<file path="src/rtl/alu_arbiter_if.sv">
// alu_arbiter_if: request/response bundle for the shared ALU arbiter.
// Carries both requester ports plus the shared result and busy flag.
interface alu_arbiter_if #(
  parameter int N = 15
);

  logic         req0_valid;
  logic         req0_ready;
  logic [2:0]   req0_op;
  logic [N:0]   req0_a;
  logic [N:0]   req0_b;

  logic         req1_valid;
  logic         req1_ready;
  logic [2:0]   req1_op;
  logic [N:0]   req1_a;
  logic [N:0]   req1_b;

  logic         rsp0_valid;
  logic         rsp0_ready;
  logic         rsp1_valid;
  logic         rsp1_ready;

  logic [N:0]   rsp_data;
  logic         rsp_zero;
  logic         busy;

  modport master (
    output req0_valid, req0_op, req0_a, req0_b,
    input  req0_ready,
    output req1_valid, req1_op, req1_a, req1_b,
    input  req1_ready,
    input  rsp0_valid, rsp1_valid,
    output rsp0_ready, rsp1_ready,
    input  rsp_data, rsp_zero, busy
  );

  modport slave (
    input  req0_valid, req0_op, req0_a, req0_b,
    output req0_ready,
    input  req1_valid, req1_op, req1_a, req1_b,
    output req1_ready,
    output rsp0_valid, rsp1_valid,
    input  rsp0_ready, rsp1_ready,
    output rsp_data, rsp_zero, busy
  );

endinterface

</file>
<file path="src/rtl/alu_arbiter.sv">
// alu_arbiter: round-robin share of one ALU between two requesters.
// Captures operands, runs 1 or MUL_CYCLES exec cycles, holds result.
module alu_arbiter #(
  parameter int N          = 15,
  parameter int MUL_CYCLES = 3
) (
  input  logic          clk,
  input  logic          rst,
  alu_arbiter_if.slave  bus
);

  localparam int CW = (MUL_CYCLES > 1) ? $clog2(MUL_CYCLES) : 1;

  typedef enum logic [1:0] {
    IDLE = 2'd0,
    EXEC = 2'd1,
    RESP = 2'd2
  } state_t;

  state_t        state;
  logic          prio;
  logic          owner;
  logic [2:0]    op_q;
  logic [N:0]    a_q;
  logic [N:0]    b_q;
  logic [CW-1:0] cnt;

  logic [N:0]    data_q;
  logic          zero_q;
  logic          rv0_q;
  logic          rv1_q;
  logic          busy_q;

  logic          gnt0;
  logic          gnt1;
  logic          rdy0;
  logic          rdy1;
  logic          acc0;
  logic          acc1;
  logic          rsp_done;
  logic [2:0]    sel_op;
  logic [N:0]    sel_a;
  logic [N:0]    sel_b;
  logic [N:0]    res;

  // Round-robin grant: a lone requester always wins, a tie uses prio.
  always_comb begin
    gnt0 = 1'b0;
    gnt1 = 1'b0;
    unique case (1'b1)
      (bus.req0_valid & bus.req1_valid): begin
        gnt0 = ~prio;
        gnt1 = prio;
      end
      (bus.req0_valid & ~bus.req1_valid): gnt0 = 1'b1;
      (~bus.req0_valid & bus.req1_valid): gnt1 = 1'b1;
      default: ;
    endcase
  end

  assign rdy0 = rst & (state == IDLE) & gnt0;
  assign rdy1 = rst & (state == IDLE) & gnt1;
  assign acc0 = rdy0 & bus.req0_valid;
  assign acc1 = rdy1 & bus.req1_valid;

  assign sel_op = acc1 ? bus.req1_op : bus.req0_op;
  assign sel_a  = acc1 ? bus.req1_a  : bus.req0_a;
  assign sel_b  = acc1 ? bus.req1_b  : bus.req0_b;

  assign rsp_done = (rv0_q & bus.rsp0_ready)
                  | (rv1_q & bus.rsp1_ready);

  // ALU datapath on the captured operands; all results wrap to N+1 bits.
  always_comb begin
    res = '0;
    case (op_q)
      3'b000:  res = a_q + b_q;
      3'b001:  res = a_q - b_q;
      3'b010:  res = a_q + b_q;
      3'b011:  res = a_q + b_q;
      3'b100:  res = a_q & b_q;
      3'b101:  res = a_q | b_q;
      3'b110:  res = a_q ^ b_q;
      3'b111:  res = a_q * b_q;
      default: res = '0;
    endcase
  end

  // Control FSM with capture registers and registered response outputs.
  always_ff @(posedge clk) begin
    if (!rst) begin
      state  <= IDLE;
      prio   <= 1'b0;
      owner  <= 1'b0;
      op_q   <= '0;
      a_q    <= '0;
      b_q    <= '0;
      cnt    <= '0;
      data_q <= '0;
      zero_q <= 1'b0;
      rv0_q  <= 1'b0;
      rv1_q  <= 1'b0;
      busy_q <= 1'b0;
    end else begin
      unique case (state)
        IDLE: begin
          if (acc0 | acc1) begin
            owner  <= acc1;
            prio   <= ~acc1;
            op_q   <= sel_op;
            a_q    <= sel_a;
            b_q    <= sel_b;
            cnt    <= (sel_op == 3'b111)
                    ? CW'(MUL_CYCLES - 1) : '0;
            busy_q <= 1'b1;
            state  <= EXEC;
          end
        end
        EXEC: begin
          if (cnt == '0) begin
            data_q <= res;
            zero_q <= (res == '0);
            rv0_q  <= ~owner;
            rv1_q  <= owner;
            state  <= RESP;
          end else begin
            cnt <= cnt - 1'b1;
          end
        end
        RESP: begin
          if (rsp_done) begin
            rv0_q  <= 1'b0;
            rv1_q  <= 1'b0;
            busy_q <= 1'b0;
            state  <= IDLE;
          end
        end
        default: begin
          state <= IDLE;
        end
      endcase
    end
  end

  assign bus.req0_ready = rdy0;
  assign bus.req1_ready = rdy1;
  assign bus.rsp0_valid = rv0_q;
  assign bus.rsp1_valid = rv1_q;
  assign bus.rsp_data   = data_q;
  assign bus.rsp_zero   = zero_q;
  assign bus.busy       = busy_q;

endmodule

</file>
<file path="src/flat_wrapper.sv">
// flat-port wrapper written by rule: the top's interface ports become plain ports
module alu_arbiter_flat 
#(
  parameter int N          = 15,
  parameter int MUL_CYCLES = 3
)
  (clk, rst, bus_req0_valid, bus_req0_op, bus_req0_a, bus_req0_b, bus_req0_ready, bus_req1_valid, bus_req1_op, bus_req1_a, bus_req1_b, bus_req1_ready, bus_rsp0_valid, bus_rsp1_valid, bus_rsp0_ready, bus_rsp1_ready, bus_rsp_data, bus_rsp_zero, bus_busy);
  alu_arbiter_if #(.N(N)) bus_i ();
  input  logic clk;
  input  logic rst;
  input wire logic [$bits(bus_i.req0_valid)-1:0] bus_req0_valid;
  input wire logic [$bits(bus_i.req0_op)-1:0] bus_req0_op;
  input wire logic [$bits(bus_i.req0_a)-1:0] bus_req0_a;
  input wire logic [$bits(bus_i.req0_b)-1:0] bus_req0_b;
  output wire logic [$bits(bus_i.req0_ready)-1:0] bus_req0_ready;
  input wire logic [$bits(bus_i.req1_valid)-1:0] bus_req1_valid;
  input wire logic [$bits(bus_i.req1_op)-1:0] bus_req1_op;
  input wire logic [$bits(bus_i.req1_a)-1:0] bus_req1_a;
  input wire logic [$bits(bus_i.req1_b)-1:0] bus_req1_b;
  output wire logic [$bits(bus_i.req1_ready)-1:0] bus_req1_ready;
  output wire logic [$bits(bus_i.rsp0_valid)-1:0] bus_rsp0_valid;
  output wire logic [$bits(bus_i.rsp1_valid)-1:0] bus_rsp1_valid;
  input wire logic [$bits(bus_i.rsp0_ready)-1:0] bus_rsp0_ready;
  input wire logic [$bits(bus_i.rsp1_ready)-1:0] bus_rsp1_ready;
  output wire logic [$bits(bus_i.rsp_data)-1:0] bus_rsp_data;
  output wire logic [$bits(bus_i.rsp_zero)-1:0] bus_rsp_zero;
  output wire logic [$bits(bus_i.busy)-1:0] bus_busy;
  assign bus_i.req0_valid = bus_req0_valid;
  assign bus_i.req0_op = bus_req0_op;
  assign bus_i.req0_a = bus_req0_a;
  assign bus_i.req0_b = bus_req0_b;
  assign bus_req0_ready = bus_i.req0_ready;
  assign bus_i.req1_valid = bus_req1_valid;
  assign bus_i.req1_op = bus_req1_op;
  assign bus_i.req1_a = bus_req1_a;
  assign bus_i.req1_b = bus_req1_b;
  assign bus_req1_ready = bus_i.req1_ready;
  assign bus_rsp0_valid = bus_i.rsp0_valid;
  assign bus_rsp1_valid = bus_i.rsp1_valid;
  assign bus_i.rsp0_ready = bus_rsp0_ready;
  assign bus_i.rsp1_ready = bus_rsp1_ready;
  assign bus_rsp_data = bus_i.rsp_data;
  assign bus_rsp_zero = bus_i.rsp_zero;
  assign bus_busy = bus_i.busy;
  alu_arbiter #(.N(N), .MUL_CYCLES(MUL_CYCLES)) u_core (.clk(clk), .rst(rst), .bus(bus_i));
endmodule
</file>
<file path="config.mk">
export PLATFORM = sky130hd
export DESIGN_NAME = alu_arbiter_flat
export DESIGN_NICKNAME = d
export VERILOG_FILES = /design/src/rtl/alu_arbiter_if.sv /design/src/rtl/alu_arbiter.sv /design/src/flat_wrapper.sv
export SDC_FILE = /design/constraint.sdc
export NUM_CORES = 1
export LEC_CHECK = 0
export BUFFER_PORTS_ARGS = -buffer_cell sky130_fd_sc_hd__buf_2
export CAP_MARGIN = 30
export CORE_AREA = 8 8 139 141
export DETAILED_ROUTE_END_ITERATION = 8
export DIE_AREA = 0 0 147 149
export HOLD_SLACK_MARGIN = 0.15
export PLACE_DENSITY = 0.69
export SYNTH_ARGS = -nofsm -noshare
export SYNTH_HDL_FRONTEND = slang
export SYNTH_SLANG_ARGS = --single-unit
export TNS_END_PERCENT = 100
</file>
<file path="constraint.sdc">
create_clock -name clk -period 12.7 [get_ports clk]
set_clock_uncertainty 0.15 [all_clocks]
set_input_delay 0 -clock clk [delete_from_list [all_inputs] [get_ports clk]]
set_output_delay 0 -clock clk [all_outputs]
set_load 0.1 [all_outputs]
</file>
* Word level (Yosys, flattened, before mapping)
Cells that the tools add are included.
Storage, ports and cells: register bits after elaboration 61, bits in latches 0, bits in writable memories 0, bits in read-only memories 0, bits of input ports 76, output and inout port bits 22, logic and storage cells 85, memories 0
Cells by class: $add $sub $neg 3, multipliers 1, div/mod/pow operators 0, magnitude comparators 0, equality and inequality tests 14, shift-type cells 0, mux-type cells 21, bitwise logic cells 20, reduce and logical (&&, ||, !) cells 14
Operators by type and width (number):
- $pmux 16 s6 | 1
- $mux 16 | 2
- $add 16x16->16 | 1
- $and 16x16->16 | 1
- $logic_not 16->1 | 1
- $mul 16x16->16 | 1
- $or 16x16->16 | 1
- $sub 16x16->16 | 1
- $xor 16x16->16 | 1
- $eq 3x3->1 const B | 5
- $mux 2 | 6
- $reduce_and 3->1 | 4
- $and 1x1->1 | 10
- $pmux 1 s2 | 5
- $eq 3x2->1 const B | 2
- $pmux 2 s3 | 1
- $reduce_bool 2->1 | 3
- $not 1->1 | 5
- $logic_not 2->1 | 2
- $mux 1 | 4
- $ne 2x1->1 const B | 2
- $ne 2x2->1 const B | 2
- $pmux 2 s2 | 1
- $reduce_and 2->1 | 2
- other kinds (8) | 9

* Logic depth before layout (Yosys ltp)
depth after elaboration 10, mapped depth 25, depth with buffers taken out 24

* Worst setup path before layout
No wires, ideal clock.
path kind flip-flop to flip-flop, start point register u_core.b_q[2], end point register u_core.zero_q, in the netlist u_core.bus.rsp_zero, setup time 84 ps, arrival 5787 ps, required time 12466 ps, setup slack 6679 ps, stages on the path, launching flop included 24, path buffers 2, clock period less this slack 6021 ps, cell sequence dfxtp_1 -> clkbuf_1 -> inv_1 -> clkbuf_1 -> nor2_1 -> fa_1 -> inv_1 -> fa_1 -> fa_1 -> fa_1 -> inv_1 -> fa_1 -> inv_1 -> fa_1 -> inv_1 -> ha_1 -> a21o_1 -> a41oi_1 -> xor2_1 -> nor2_1 -> nor3_1 -> a21oi_1 -> or4_1 -> o31ai_2
Between the ends: cells in the longest elaborated chain, start to end 3, elaborated cells on any way between the ends 8, classes of those cells add/sub: 2; mul: 1; mux: 1; bitwise: 3; reduce/logical: 1
Ends and longest elaborated chain:
- start: declaration | line alu_arbiter.sv:25 | logic [N:0] b_q;
- start signal: assignment | line alu_arbiter.sv:112 | b_q <= sel_b;
- $mul 16x16->16 (tied with other cells) | line alu_arbiter.sv:84 | 3'b111: res = a_q * b_q;
- $pmux 16 s6 (*) | line alu_arbiter.sv:76 | case (op_q)
- $logic_not 16->1 (*) | line alu_arbiter.sv:122 | zero_q <= (res == '0);
- end signal: assignment | line alu_arbiter.sv:122
- end: declaration | line alu_arbiter.sv:29 | logic zero_q;
Mark *: on every way between the ends. The rest lies on a longest branch, timed or not. A chain may end at the register's enable or synchronous reset.

* Worst setup path in the final report
start point register u_core.b_q[5], end point register u_core.zero_q, in the netlist u_core.bus.rsp_zero
Same word-level chain as after synthesis.

==> impl_metrics.tcl <==
set metrics [dict create \
    wl_mm 25.3 \
    fin_crit_sh 0.515 \
    die_h_um 149 \
    outcome "finished clean" \
    power_frac_seq 0.271 \
    vias_per_cell 5.55 \
    setup-tns-final_ps 0 \
    numCtsBuffers 9 \
    h-tree-depth 3 \
    final_max_slew_viol_count 0 \
    dieArea_sq_um 21900 \
    fin_cells 1411 \
    dp_hpwl_mm 19.3 \
    drive_above_1_share 0.124 \
    power.switching_w 0.000383 \
    peakVddDrop_mv 0.0722 \
    setup_violations 0 \
    power_leakage_nw 4.49 \
    insertion_delay_ps 330 \
    yosys.area.top_type "fa_1" \
    synthCells 1040 \
    cts_tree "done" \
    track_usage 0.231 \
    synth_top_cells_by_count "157 x inv_1, 128 x nand2_1, 111 x nor2_1" \
    io_buffers 97 \
    place_congestion 0.942 \
    area_growth_pct 20.2 \
    slew_headroom 0.332 \
    start_util 0.489 \
    seq_area_frac_synth 0.146 \
    grt_start_max_net_pins 57 \
    synth.distinct_cells 70 \
    rsz0062_at_grt "false" \
    synth_top_cell_area_share 0.194 \
    syn_area_sq_um 8340 \
    pwr-share-comb 0.456 \
    drt_iter0_drc 596 \
    ctsResizeCount 0 \
    min_period_ps 6540 \
    yosys-top-cells-area "fa_1 19%, dfxtp_1 15%, ha_1 15%" \
    min_path_type "in -> reg" \
    coreArea_sq_um 17100 \
    num_io_pins 98 \
    wire_per_inst_um 17.9 \
    drc 0 \
    clock_power_share 0.272 \
    grt_pass1_wl_mm 40.4 \
    cts_sinks 61 \
    postSynth.asyncResetShare 0 \
    ys_ff_latch 61 \
    die_w_um 147 \
    final_cell_area_sq_um 10000 \
    fp-row-count 48 \
    synth_edf_count 0 \
    first_pass_iters 5 \
    hold_violations 0 \
    startpoint_type "flip-flop" \
    synth.net_count 1294 \
    synth_ff_type "dfxtp_1" \
    end_kind "flip-flop" \
    maxCapViolations 0 \
    yosys_warnings 0 \
    syn_avg_cell_area_sq_um 8.02 \
    nets 1434 \
    worstPathRequired_ps 12800 \
    criticalPathCategory "reg -> reg" \
    num_vias 7833 \
    placed_cells 1318 \
    arrival_ps 6640 \
    switching_share 0.424 \
    cellInternalPower_w 0.000521 \
    clockBufferDepth 2 \
    cts.reportedPaths.clkPinSlew_ps 60 \
    ctsRootBufferMaster "clkbuf_16" \
    fmax_ghz 0.153 \
    powerDensity_nw_per_um2 90.1 \
    overflow 0 \
    placed_area_sq_um 8960 \
    worstMarginPinSlew_ps 996 \
    n_fill_cell 1531 \
    antenna_found_initial 0 \
    synth_most_common_cell "inv_1" \
    grt_pass1_vias 8010 \
    crit_fanout 9 \
    ant_nets 0 \
]
==> worst max-delay path, stage by stage (launching register included) <==
cell and delay [ps]:
dfxtp_1 520, clkinv_1 390, nor2_1 240, fa_1 450, inv_1 80, fa_1 430
fa_1 500, fa_1 540, inv_1 50, fa_1 470, inv_1 50, fa_1 480
inv_1 70, ha_1 320, a21o_1 170, a41oi_1 290, xor2_1 220, nor2_1 60
nor3_1 180, a21oi_1 80, or4_1 530, o31ai_2 170
==> sequential cells by signal (all words and copies together), names as in the netlist <==
signal	flops
u_core.cnt	2
u_core.op_q	3
u_core.prio	1
u_core.bus.busy	1
u_core.bus.rsp1_valid	1
u_core.a_q	16
u_core.b_q	16
u_core.state	2
u_core.bus.rsp_zero	1
u_core.bus.rsp_data	16
u_core.owner	1
u_core.bus.rsp0_valid	1
==> cells in the final DEF, fill, tap and decap left out, drive strengths merged, types with 15 or more instances in the layout <==
cell         synthesis  final
nor3                16     16
buf                  8    104
xnor2               46     46
ha                  97     97
o21ai               31     31
a22oi               33     33
fa                  81     81
dfxtp               61     61
a21oi               61     61
dlygate4sd3          0     76
nand2              128    128
inv                161    162
a211oi              15     15
nor2               111    111
==> worst paths after layout <==
| path | depth (start not counted) | to | start | slack (ps) |
|---|---|---|---|---|
| worst max-delay path | 21 | u_core.bus.rsp_zero | u_core.b_q[5] | 6160 |
| worst min-delay path | 4 | u_core.owner | bus_req0_valid | 210 |
| worst max register to register | 21 | u_core.bus.rsp_zero | u_core.b_q[5] | 6160 |
| worst min register to register | 2 | u_core.bus.rsp_data[13] | u_core.bus.rsp_data[13] | 310 |
==> logic make-up after synthesis <==
| kind of cell | count (synthesis) | synth area share |
|---|---|---|
| AOI/OAI and AO/OA | 199 | 0.160 |
| xor gates and xnor gates | 57 | 0.0615 |
| adders and majority gates | 178 | 0.340 |
| buffers and inverters | 217 | 0.0985 |
| DFF | 61 | 0.146 |
| muxes | 24 | 0.0370 |
| and+or+nand+nor | 304 | 0.156 |
==> cell type report <==
type / instances / area (sq um) / share of cell area
Clock inverter: 7 / 75.1 / 0.00749
Timing Repair Buffer: 180 / 1300 / 0.130
Antenna cell: 1 / 2.50 / 0.000250
Tap cell: 225 / 282 / 0.0281
Multi-Input combinational cell: 762 / 6300 / 0.628
Sequential cell: 61 / 1220 / 0.122
Clock buffer: 9 / 225 / 0.0225
Inverter: 166 / 623 / 0.0621
==> power by group through the flow <==
stage	clock, W	sequential [W]	combinational (W)
after CTS	0.000250	0.000244	0.000408
after detailed placement	0	0.000248	0.000382
after global placement	0	0.000247	0.000378
final	0.000246	0.000245	0.000412
after global routing	0.000257	0.000247	0.000450
after floorplan	0	0.000269	0.000256
==> metal layers <==
| metal | vias to the layer above | wire [um] | global-route usage |
|---|---|---|---|
| met5 | - | 0 | 0 |
| met4 | 0 | 1050 | 0.111 |
| met3 | 68 | 1690 | 0.0410 |
| met2 | 340 | 12100 | 0.393 |
| met1 | 3705 | 10400 | 0.278 |
| li1 | 3720 | - | - |
==> per-stage QoR <==
stage | util | setup slack, ps | hold slack, ps | total power (W)
after floorplan | - | 6680 | -28.3 | 0.000525
after global placement | 0.526 | 6300 | 124 | 0.000626
after detailed placement | 0.526 | 6230 | 130 | 0.000629
after CTS | 0.588 | 6210 | 180 | 0.000901
after global routing | 0.588 | 5840 | 296 | 0.000954
final | 0.588 | 6160 | 208 | 0.000904
==> repair_timing <==
| action | CTS | global route |
|---|---|---|
| setup buffers | 0 | 0 |
| hold buffers | 76 | 0 |
| endpoints found under the hold margin | 45 | 0 |
No activity file was read; power rests on OpenSTA's default activity.
